### src/rtl/alu_writeback_regfile.sv
// Writeback stage behind the ALU: a one-entry pending register that commits into
// a register file one edge later, with read bypass and a committed-write counter.
module alu_writeback_regfile #(
  parameter int DATA_W = 32,
  parameter int NREG   = 16,
  parameter int ADDR_W = 4,
  parameter int CNT_W  = 16
) (
  input  logic              i_clk,
  input  logic              i_reset,
  input  logic              i_alu_valid,
  input  logic              i_alu_we,
  input  logic [ADDR_W-1:0] i_alu_rd,
  input  logic [DATA_W-1:0] i_alu_result,
  input  logic              i_stall,
  input  logic [ADDR_W-1:0] i_rs1_addr,
  input  logic [ADDR_W-1:0] i_rs2_addr,
  output logic [DATA_W-1:0] o_rs1_data,
  output logic [DATA_W-1:0] o_rs2_data,
  output logic              o_wb_pending,
  output logic [ADDR_W-1:0] o_wb_rd,
  output logic [DATA_W-1:0] o_wb_data,
  output logic [CNT_W-1:0]  o_wr_count
);

  logic [DATA_W-1:0] r_regs [NREG];
  logic              r_wb_pending;
  logic [ADDR_W-1:0] r_wb_rd;
  logic [DATA_W-1:0] r_wb_data;
  logic [CNT_W-1:0]  r_wr_count;

  logic              w_capture;
  logic              w_commit;
  logic              w_commit_writes;

  assign w_capture       = i_alu_valid & i_alu_we;
  assign w_commit        = r_wb_pending & ~i_stall;
  assign w_commit_writes = w_commit & (r_wb_rd != '0);

  // Commit of the older entry and capture of the newer one share the same edge;
  // reset drops any pending entry without committing it.
  always_ff @(posedge i_clk) begin
    if (i_reset) begin
      for (int i = 0; i < NREG; i++) begin
        r_regs[i] <= '0;
      end
      r_wb_pending <= 1'b0;
      r_wb_rd      <= '0;
      r_wb_data    <= '0;
      r_wr_count   <= '0;
    end else if (!i_stall) begin
      if (w_commit_writes) begin
        r_regs[r_wb_rd] <= r_wb_data;
      end
      if (w_commit) begin
        r_wr_count <= r_wr_count + {{(CNT_W-1){1'b0}}, 1'b1};
      end
      r_wb_pending <= w_capture;
      if (w_capture) begin
        r_wb_rd   <= i_alu_rd;
        r_wb_data <= i_alu_result;
      end
    end
  end

  // Register 0 reads as zero even when a pending entry targets it.
  always_comb begin
    o_rs1_data = r_regs[i_rs1_addr];
    if (i_rs1_addr == '0) begin
      o_rs1_data = '0;
    end else if (r_wb_pending && (r_wb_rd == i_rs1_addr)) begin
      o_rs1_data = r_wb_data;
    end
  end

  always_comb begin
    o_rs2_data = r_regs[i_rs2_addr];
    if (i_rs2_addr == '0) begin
      o_rs2_data = '0;
    end else if (r_wb_pending && (r_wb_rd == i_rs2_addr)) begin
      o_rs2_data = r_wb_data;
    end
  end

  assign o_wb_pending = r_wb_pending;
  assign o_wb_rd      = r_wb_rd;
  assign o_wb_data    = r_wb_data;
  assign o_wr_count   = r_wr_count;

endmodule

### config.mk
export PLATFORM = sky130hd
export DESIGN_NAME = alu_writeback_regfile
export DESIGN_NICKNAME = d
export VERILOG_FILES = /design/src/rtl/alu_writeback_regfile.sv
export SDC_FILE = /design/constraint.sdc
export NUM_CORES = 1
export LEC_CHECK = 0
export ABC_CLOCK_PERIOD_IN_PS = 3800
export CORE_ASPECT_RATIO = 1.1
export CORE_MARGIN = 4
export CORE_UTILIZATION = 41
export DETAILED_ROUTE_END_ITERATION = 10
export HOLD_SLACK_MARGIN = 0.05
export MAX_ROUTING_LAYER = met4
export PLACE_DENSITY = 0.58
export SKIP_CTS_REPAIR_TIMING = 1
export SLEW_MARGIN = 10
export SYNTH_ARGS = -nofsm -noshare
export SYNTH_HDL_FRONTEND = slang
export SYNTH_SLANG_ARGS = --single-unit
### constraint.sdc
create_clock -name i_clk -period 3.8 [get_ports i_clk]
set_clock_uncertainty 0.1 [all_clocks]
set_input_delay 0.76 -clock i_clk [delete_from_list [all_inputs] [get_ports i_clk]]
set_output_delay 0.76 -clock i_clk [all_outputs]
set_load 0.01 [all_outputs]
# Word-level counts from Yosys, hierarchy flattened
# Memories as Yosys holds them, arrays and structs flattened.
# Cells that the tools add are included.
[word_totals] word_cells=33 in_bits=49 reg_bits=53 mem_count=1 out_inout_bits=117 latch_bits=0 ramBits=512 romBits=0
[memory_table] memory="r_regs" words=16 width=32 read_ports=2 rd_ports_with_merged_regs=0 write_ports=16 line_no="26" source="logic [DATA_W-1:0] r_regs [NREG];"
[op_classes] shift=0 muxes=13 div_mod_pow=0 addsub=1 reduce_logical=8 multipliers=0 n_bitwise=4 order_cmp=0 eq_ne=2
[ops] cell="32-bit two-way mux" n=5
[ops] cell="32-bit OR reduction" n=1
[ops] cell="16-bit by 1-bit adder with 16-bit output, second input constant" n=1
[ops] cell="4-bit equality test" n=2
[ops] cell="4-bit logical NOT" n=2
[ops] cell="1-bit two-way mux" n=7
[ops] cell="4-bit two-way mux" n=1
[ops] cell="2-bit AND reduction" n=2
[ops] cell="4-bit nonzero test" n=1
[ops] cell="1-bit AND" n=3
[ops] cell="1-bit logical AND" n=2
[ops] cell="1-bit NOT" n=1

# Depth between registers and ports, before layout
# Gate-level depths: netlist of the first run.
[logic_depth] depth_word=9 mapped_depth=7 depth_no_buf=5

# Worst setup path after synthesis of the first run
# OpenSTA, ideal clock, no wires.
[synth_timing] path_kind="input-to-reg" start="input i_stall" end="memory r_regs[2][0] (enable)" arrival_ns=3.248 required_time_ns=3.272 setup_ns=0.428 n_path_buf=3 path_slack_ns=0.024 path_stages=6 path_cell_list="nor2b_1 -> buf_2 -> or3b_1 -> buf_2 -> clkbuf_1 -> o21bai_1"
[synth_lines] item="from (decl)" line_no="15" source="input logic i_stall,"
[synth_lines] item="to (decl)" line_no="26"

# Worst setup path after layout of the first run
[layout_timing] start="input i_rs2_addr[0]" end="output o_rs2_data[29]"
[layout_via] elab_chain_len=4 word_cells_on_any_way=6 classes_between="1 x eq/ne; 2 x mux; 2 x reduce/logical; 1 x memory"
[layout_rtl] item="from (decl)" line_no="17" source="input logic [ADDR_W-1:0] i_rs2_addr,"
[layout_rtl] item="parallel branches: the longest is 3 deep, another holds memory read 16 x 32 bit"
[layout_rtl] item="32-bit two-way mux *" line_no="78" source="if (i_rs2_addr == '0) begin"
[layout_rtl] item="to (decl)" line_no="19" source="output logic [DATA_W-1:0] o_rs2_data,"
# Every way passes the cells marked *.

==> results of run 1 <==
## per-stage QoR
stage | utilization | hold slack [ns] | setup TNS [ns] | area [um2] | setup slack, ns
6_report | 0.502 | 0.390 | 0 | 36200 | 0.0669
5_1_grt | 0.502 | 0.416 | 0 | 36200 | 0.00588
4_1_cts | 0.499 | 0.390 | -2.03 | 36000 | -0.147
3_5_place_dp | 0.471 | 0.378 | -0.0719 | 34000 | -0.0372
3_3_place_gp | 0.471 | 0.365 | -0.0660 | 34000 | -0.0507
2_1_floorplan | - | 0.396 | 0 | 30100 | 0.0236
## layer usage
metal | vias up | part of all wire | wire length (um)
li1 | 8667 | - | -
met1 | 10500 | 0.38 | 36500
met2 | 1006 | 0.50 | 47900
met3 | 212 | 0.077 | 7380
met4 | 0 | 0.037 | 3550
met5 | - | 0 | 0
## path summary, 6_finish.rpt
kind	endpoint	slack, ns	startpoint	cells past startpoint
max	o_rs2_data[29]	0.07	i_rs2_addr[0]	6
min	o_wb_data[11]	0.39	o_wb_data[11]	2
max reg2reg	r_regs[4][29]	1.37	o_wb_pending	5
min reg2reg	o_wb_data[11]	0.39	o_wb_data[11]	2
## synth_stat cells, types with 29 or more instances
cell	count	area, um2
edfxtp_1	512	15400
nor3_1	475	2380
mux4_2	242	5450
mux2i_1	155	1550
clkbuf_1	147	552
nand2_1	90	338
buf_2	76	380
dfxtp_1	53	1060
a21oi_1	45	225
inv_1	32	120
mux2_2	32	360
a22o_1	30	263
o32ai_2	29	472
## area by class of cell
type	count	area, um2
clock buffers	80	1690
clock inverters	34	277
fillers	6112	36000
inverters	32	120
multi-input cells	1257	12600
flip-flops and latches	565	16400
well taps	945	1180
repair buffers	341	3860
## kinds of logic after synthesis
kind of cell	Yosys count
muxes	443
other	1
DFF	565
AOI/OAI and AO/OA	137
buffers and inverters	289
xor gates and xnor gates	15
adders and majority gates	1
and+or+nand+nor	629
## state kept, by name, indices dropped and copies added (netlist names)
register / flops
o_wb_data: 32
o_wb_pending: 1
o_wb_rd: 4
o_wr_count: 16
r_regs: 512
## where the power goes
group	switching, mW	total, mW	internal, mW
combinational	1.01	2.01	0.999
clock	2.48	5.87	3.39
sequential	0.125	7.10	6.98
total	3.62	15.0	11.4
## worst max-delay path: stages
cell,delay (ns)
buf_8,0.25
buf_12,0.20
mux4_2,0.51
o32a_1,0.32
a32o_1,0.27
clkdlybuf4s50_1,0.55
==> flow_metrics.py, run 1 <==
metrics = {
    "layout": {
        "drive_gt1_frac": 0.273,
        "final_cell_mix": "edfxtp_1 (512), nor3_1 (475), mux4_2 (242), clkdlybuf4s50_1 (153), mux2i_1 (152)",
        "areaGrowthSynthToFinish_pct": 20.7,
        "num-nets-final": 2307,
        "final_common_cell": "edfxtp_1",
        "fin_cells": 3254,
        "diodes": 0,
    },
    "detailed_routing": {
        "ant_nets": 0,
        "dr.first_iter.drc_count": 1866,
        "detail_route.wl_per_cell_um": 29.3,
        "route.detailed.drc": 0,
        "first_pass_iters": 6,
        "vias_per_cell": 6.28,
        "route.vias.total": 20400,
        "drt-total-wl_um": 95400,
    },
    "grt": {
        "grt-ovfl-total": 0,
        "grtUsageMet1": 0.313,
        "antenna_found_initial": 0,
        "grt_max_degree": 73,
        "grt_busiest_layer": "met2",
        "grtUsageMet2": 0.417,
        "grt_pass1_wl_um": 140000,
        "grt_util_met3": 0.0394,
        "grt.total_usage": 0.249,
        "grt_pass1_vias": 21100,
    },
    "yosys": {
        "synth_simple_gate_area_frac": 0.105,
        "netlist_area_um2": 30000,
        "synthAdderAreaFrac": 0.000417,
        "seq_area_frac_synth": 0.548,
        "synth_edf_count": 512,
        "syn_inst": 2080,
        "synth_top_family_by_area": "multiplexers",
        "muxShareOfSynthArea": 0.258,
        "avgSynthCellArea_um2": 14.4,
        "yosysWarnings": 0,
        "synthXorXnorAreaFrac": 0.00438,
        "synth-main-ff-cell": "edfxtp_1",
        "yosys.cell_types.count": 50,
        "synth_compound_area_frac": 0.0401,
        "async_flop_share": 0,
        "ys_ff_latch": 565,
    },
    "power_and_ir_drop": {
        "powerDensity_nw_per_um2": 414,
        "finalPower_mw": 15.0,
        "peakVddDrop_uv": 339,
        "leakage_nw": 12.1,
    },
    "sta": {
        "slew_headroom": 0.375,
        "rsz0062_at_grt": "no",
        "tightest_slew_ns": 0.937,
        "fin_crit_sh": 0.982,
        "fmax_mhz": 268,
        "report.final.slew_viol_count": 0,
        "post-route-min-period_ns": 3.73,
        "finalSetupViolations": 0,
        "hold_viol": 0,
    },
    "job": {
        "cap_violations": 0,
    },
    "critical_path": {
        "path_class": "primary input to primary output",
        "critical_path_peak_fanout": 19,
        "worstSetupEndpointType": "primary output",
        "cp.arrival_ns": 2.87,
        "crit_path_start_kind": "primary input",
        "worstPathRequired_ns": 2.94,
    },
    "floorplan": {
        "die-area_um2": 77500,
        "initial_core_util": 0.416,
        "core_area_um2": 72200,
        "io_pins": 166,
        "die_h_um": 292,
        "fp.dieW_um": 266,
        "rows": 103,
    },
    "clocking": {
        "root_buffer": "clkbuf_16",
        "cts_sinks": 565,
        "clk_latency_ns": 0.62,
        "clk_pin_slew_ns": 0.06,
        "cts_tree": "yes",
        "clk_path_buf_depth": 3,
        "numCtsBuffers": 60,
        "htreeDepth": 2,
    },
    "placement": {
        "place_congestion": 0.868,
        "hpwl_um": 57900,
        "dp.cells": 3128,
        "port_buffers": 165,
    },
    "min_path": {
        "hold_path_class": "flop to flop",
    },
    "outcome": {
        "status": "finished, final reports clean",
    },
}
Power figures use the tool's default switching activity.
==> run 2: changes to the inputs <==
Settings changed: ABC_CLOCK_PERIOD_IN_PS 3800 to 4150, CTS_CLUSTER_DIAMETER from default to 200, PLACE_DENSITY 0.58 to 0.56.
Clock period 3.8 ns to 4.15 ns, I/O delays scaled along.
==> flow_metrics.py, run 2 (synthesized netlist as in run 1, its figures left out) <==
metrics = {
    "grt": {
        "grt_pass1_vias": 20900,
        "grt_pass1_wl_um": 140000,
        "grt_max_degree": 93,
        "grt.total_usage": 0.248,
        "grt-ovfl-total": 0,
        "antenna_found_initial": 0,
    },
    "clocking": {
        "root_buffer": "clkbuf_16",
        "numCtsBuffers": 59,
        "clk_pin_slew_ns": 0.06,
        "clk_path_buf_depth": 3,
        "cts_sinks": 565,
        "clk_latency_ns": 0.61,
        "htreeDepth": 2,
        "cts_tree": "yes",
    },
    "critical_path": {
        "cp.arrival_ns": 3.15,
        "cp_slowest_cell": "dfxtp_1",
        "critPathMaxStageDelay_ns": 0.67,
        "worstPathCellList": "xnor2_1, a21oi_4, buf_12, a22o_1, clkdlybuf4s50_1",
        "worstPathRequired_ns": 3.22,
        "critical_path_peak_fanout": 15,
        "crit_path_start_kind": "flop",
        "path_class": "flop to primary output",
        "rrSetupSlack_ns": 1.38,
        "critPathBufInv": 2,
        "critical_path.top_delay_family": "buffers and inverters",
        "worstSetupEndpointType": "primary output",
    },
    "placement": {
        "place_congestion": 0.830,
        "dpl_worst_slack_ns": 0.0886,
        "hpwl_um": 57900,
        "port_buffers": 165,
    },
    "power_and_ir_drop": {
        "powerDensity_nw_per_um2": 385,
        "p_comb_frac": 0.128,
        "leakage_nw": 11.6,
        "p_clk_frac": 0.395,
        "internal-power_mw": 10.3,
        "swShare": 0.242,
        "seqPwrFrac": 0.477,
        "peakVddDrop_uv": 257,
        "p_sw_mw": 3.30,
    },
    "floorplan": {
        "die-area_um2": 77500,
        "fp.dieW_um": 266,
        "io_pins": 166,
        "core_area_um2": 72200,
        "die_h_um": 292,
        "rows": 103,
        "initial_core_util": 0.416,
    },
    "detailed_routing": {
        "vias_per_cell": 6.25,
        "dr.first_iter.drc_count": 1700,
        "drt-total-wl_um": 94300,
        "first_pass_iters": 5,
        "drt-met1-wl_um": 36800,
        "highest_layer": "met4",
        "route.vias.total": 20000,
        "routed-wl-met2_um": 47500,
        "ant_nets": 0,
        "wl_met3_um": 6830,
        "route.detailed.drc": 0,
        "detail_route.wl_per_cell_um": 29.5,
    },
    "sta": {
        "tns_ns": 0,
        "fin_crit_sh": 0.984,
        "slew_headroom": 0.369,
        "report.final.slew_viol_count": 0,
        "hold_viol": 0,
        "finalSetupViolations": 0,
        "tightest_slew_ns": 0.944,
        "fin_ws_ns": 0.0676,
        "post-route-min-period_ns": 4.08,
        "rsz0062_at_grt": "no",
        "fmax_mhz": 245,
    },
    "layout": {
        "final_common_cell": "edfxtp_1",
        "drive_gt1_frac": 0.256,
        "diodes": 0,
        "final_cell_mix": "edfxtp_1 (512), nor3_1 (475), mux4_2 (242), clkdlybuf4s50_1 (156), mux2i_1 (155)",
        "largest_register_ffs": 512,
        "largest_register": "r_regs",
        "num-nets-final": 2259,
        "areaGrowthSynthToFinish_pct": 17.9,
    },
    "outcome": {
        "status": "finished, final reports clean",
    },
    "job": {
        "cap_violations": 0,
    },
    "min_path": {
        "hold_path_class": "flop to flop",
    },
}
==> run 2: changes by cell type in the layout (fill, tap and decap cells not counted), moves of 4 or more <==
cell        before  now
dfxtp_1         49   53
clkinv_1         9    3
clkinvlp_4       2    6
buf_4          109   96
buf_12          66   36
clkinv_2        17   12
==> run 2: layout make-up <==
| class | count | area (um2) |
|---|---|---|
| fillers | 6192 | 36800 |
| flip-flops and latches | 565 | 16400 |
| multi-input cells | 1257 | 12600 |
| repair buffers | 294 | 3060 |
| clock buffers | 79 | 1680 |
| well taps | 945 | 1180 |
| clock inverters | 31 | 287 |
| inverters | 32 | 120 |
==> run 2: tightest hold or removal path, delay by kind of cell (launching register included) <==
family	cells	cell delay [ns]
flops	1	0.33
simple gates	1	0.06
compound gates	1	0.05
==> run 2: layer usage <==
layer	GRT usage	vias up
met5	-	-
met1	0.316	10500
met4	0.0763	0
met3	0.0389	163
met2	0.412	832
li1	-	8569
==> run 2: stage by stage <==
step                total power, mW  instance area [um2]  utilization  hold slack [ns]  std cells
floorplan                      7.62                30100            -            0.396       2111
global placement               8.35                33400        0.463            0.366       3093
detailed placement             8.37                33400        0.463            0.376       3093
CTS                            13.7                35400        0.490            0.388       3203
global route                   14.1                35400        0.490            0.419       3203
finish                         13.6                35400        0.490            0.387       3203
==> run 2: final timing paths <==
check                    start            end  cells past startpoint
hold / removal    o_wb_data[7]   o_wb_data[7]                      2
setup / recovery    o_wb_rd[0]  o_rs2_data[0]                      5
hold reg to reg   o_wb_data[7]   o_wb_data[7]                      2
setup reg to reg  o_wb_pending   r_regs[6][7]                      5
==> run 2: power by group through the flow <==
stage	Combinational, mW	Sequential [mW]	Clock, mW
CTS	1.76	6.50	5.47
global route	1.84	6.52	5.72
finish	1.74	6.50	5.38
detailed placement	1.75	6.62	0
floorplan	1.04	6.58	0
global placement	1.74	6.60	0
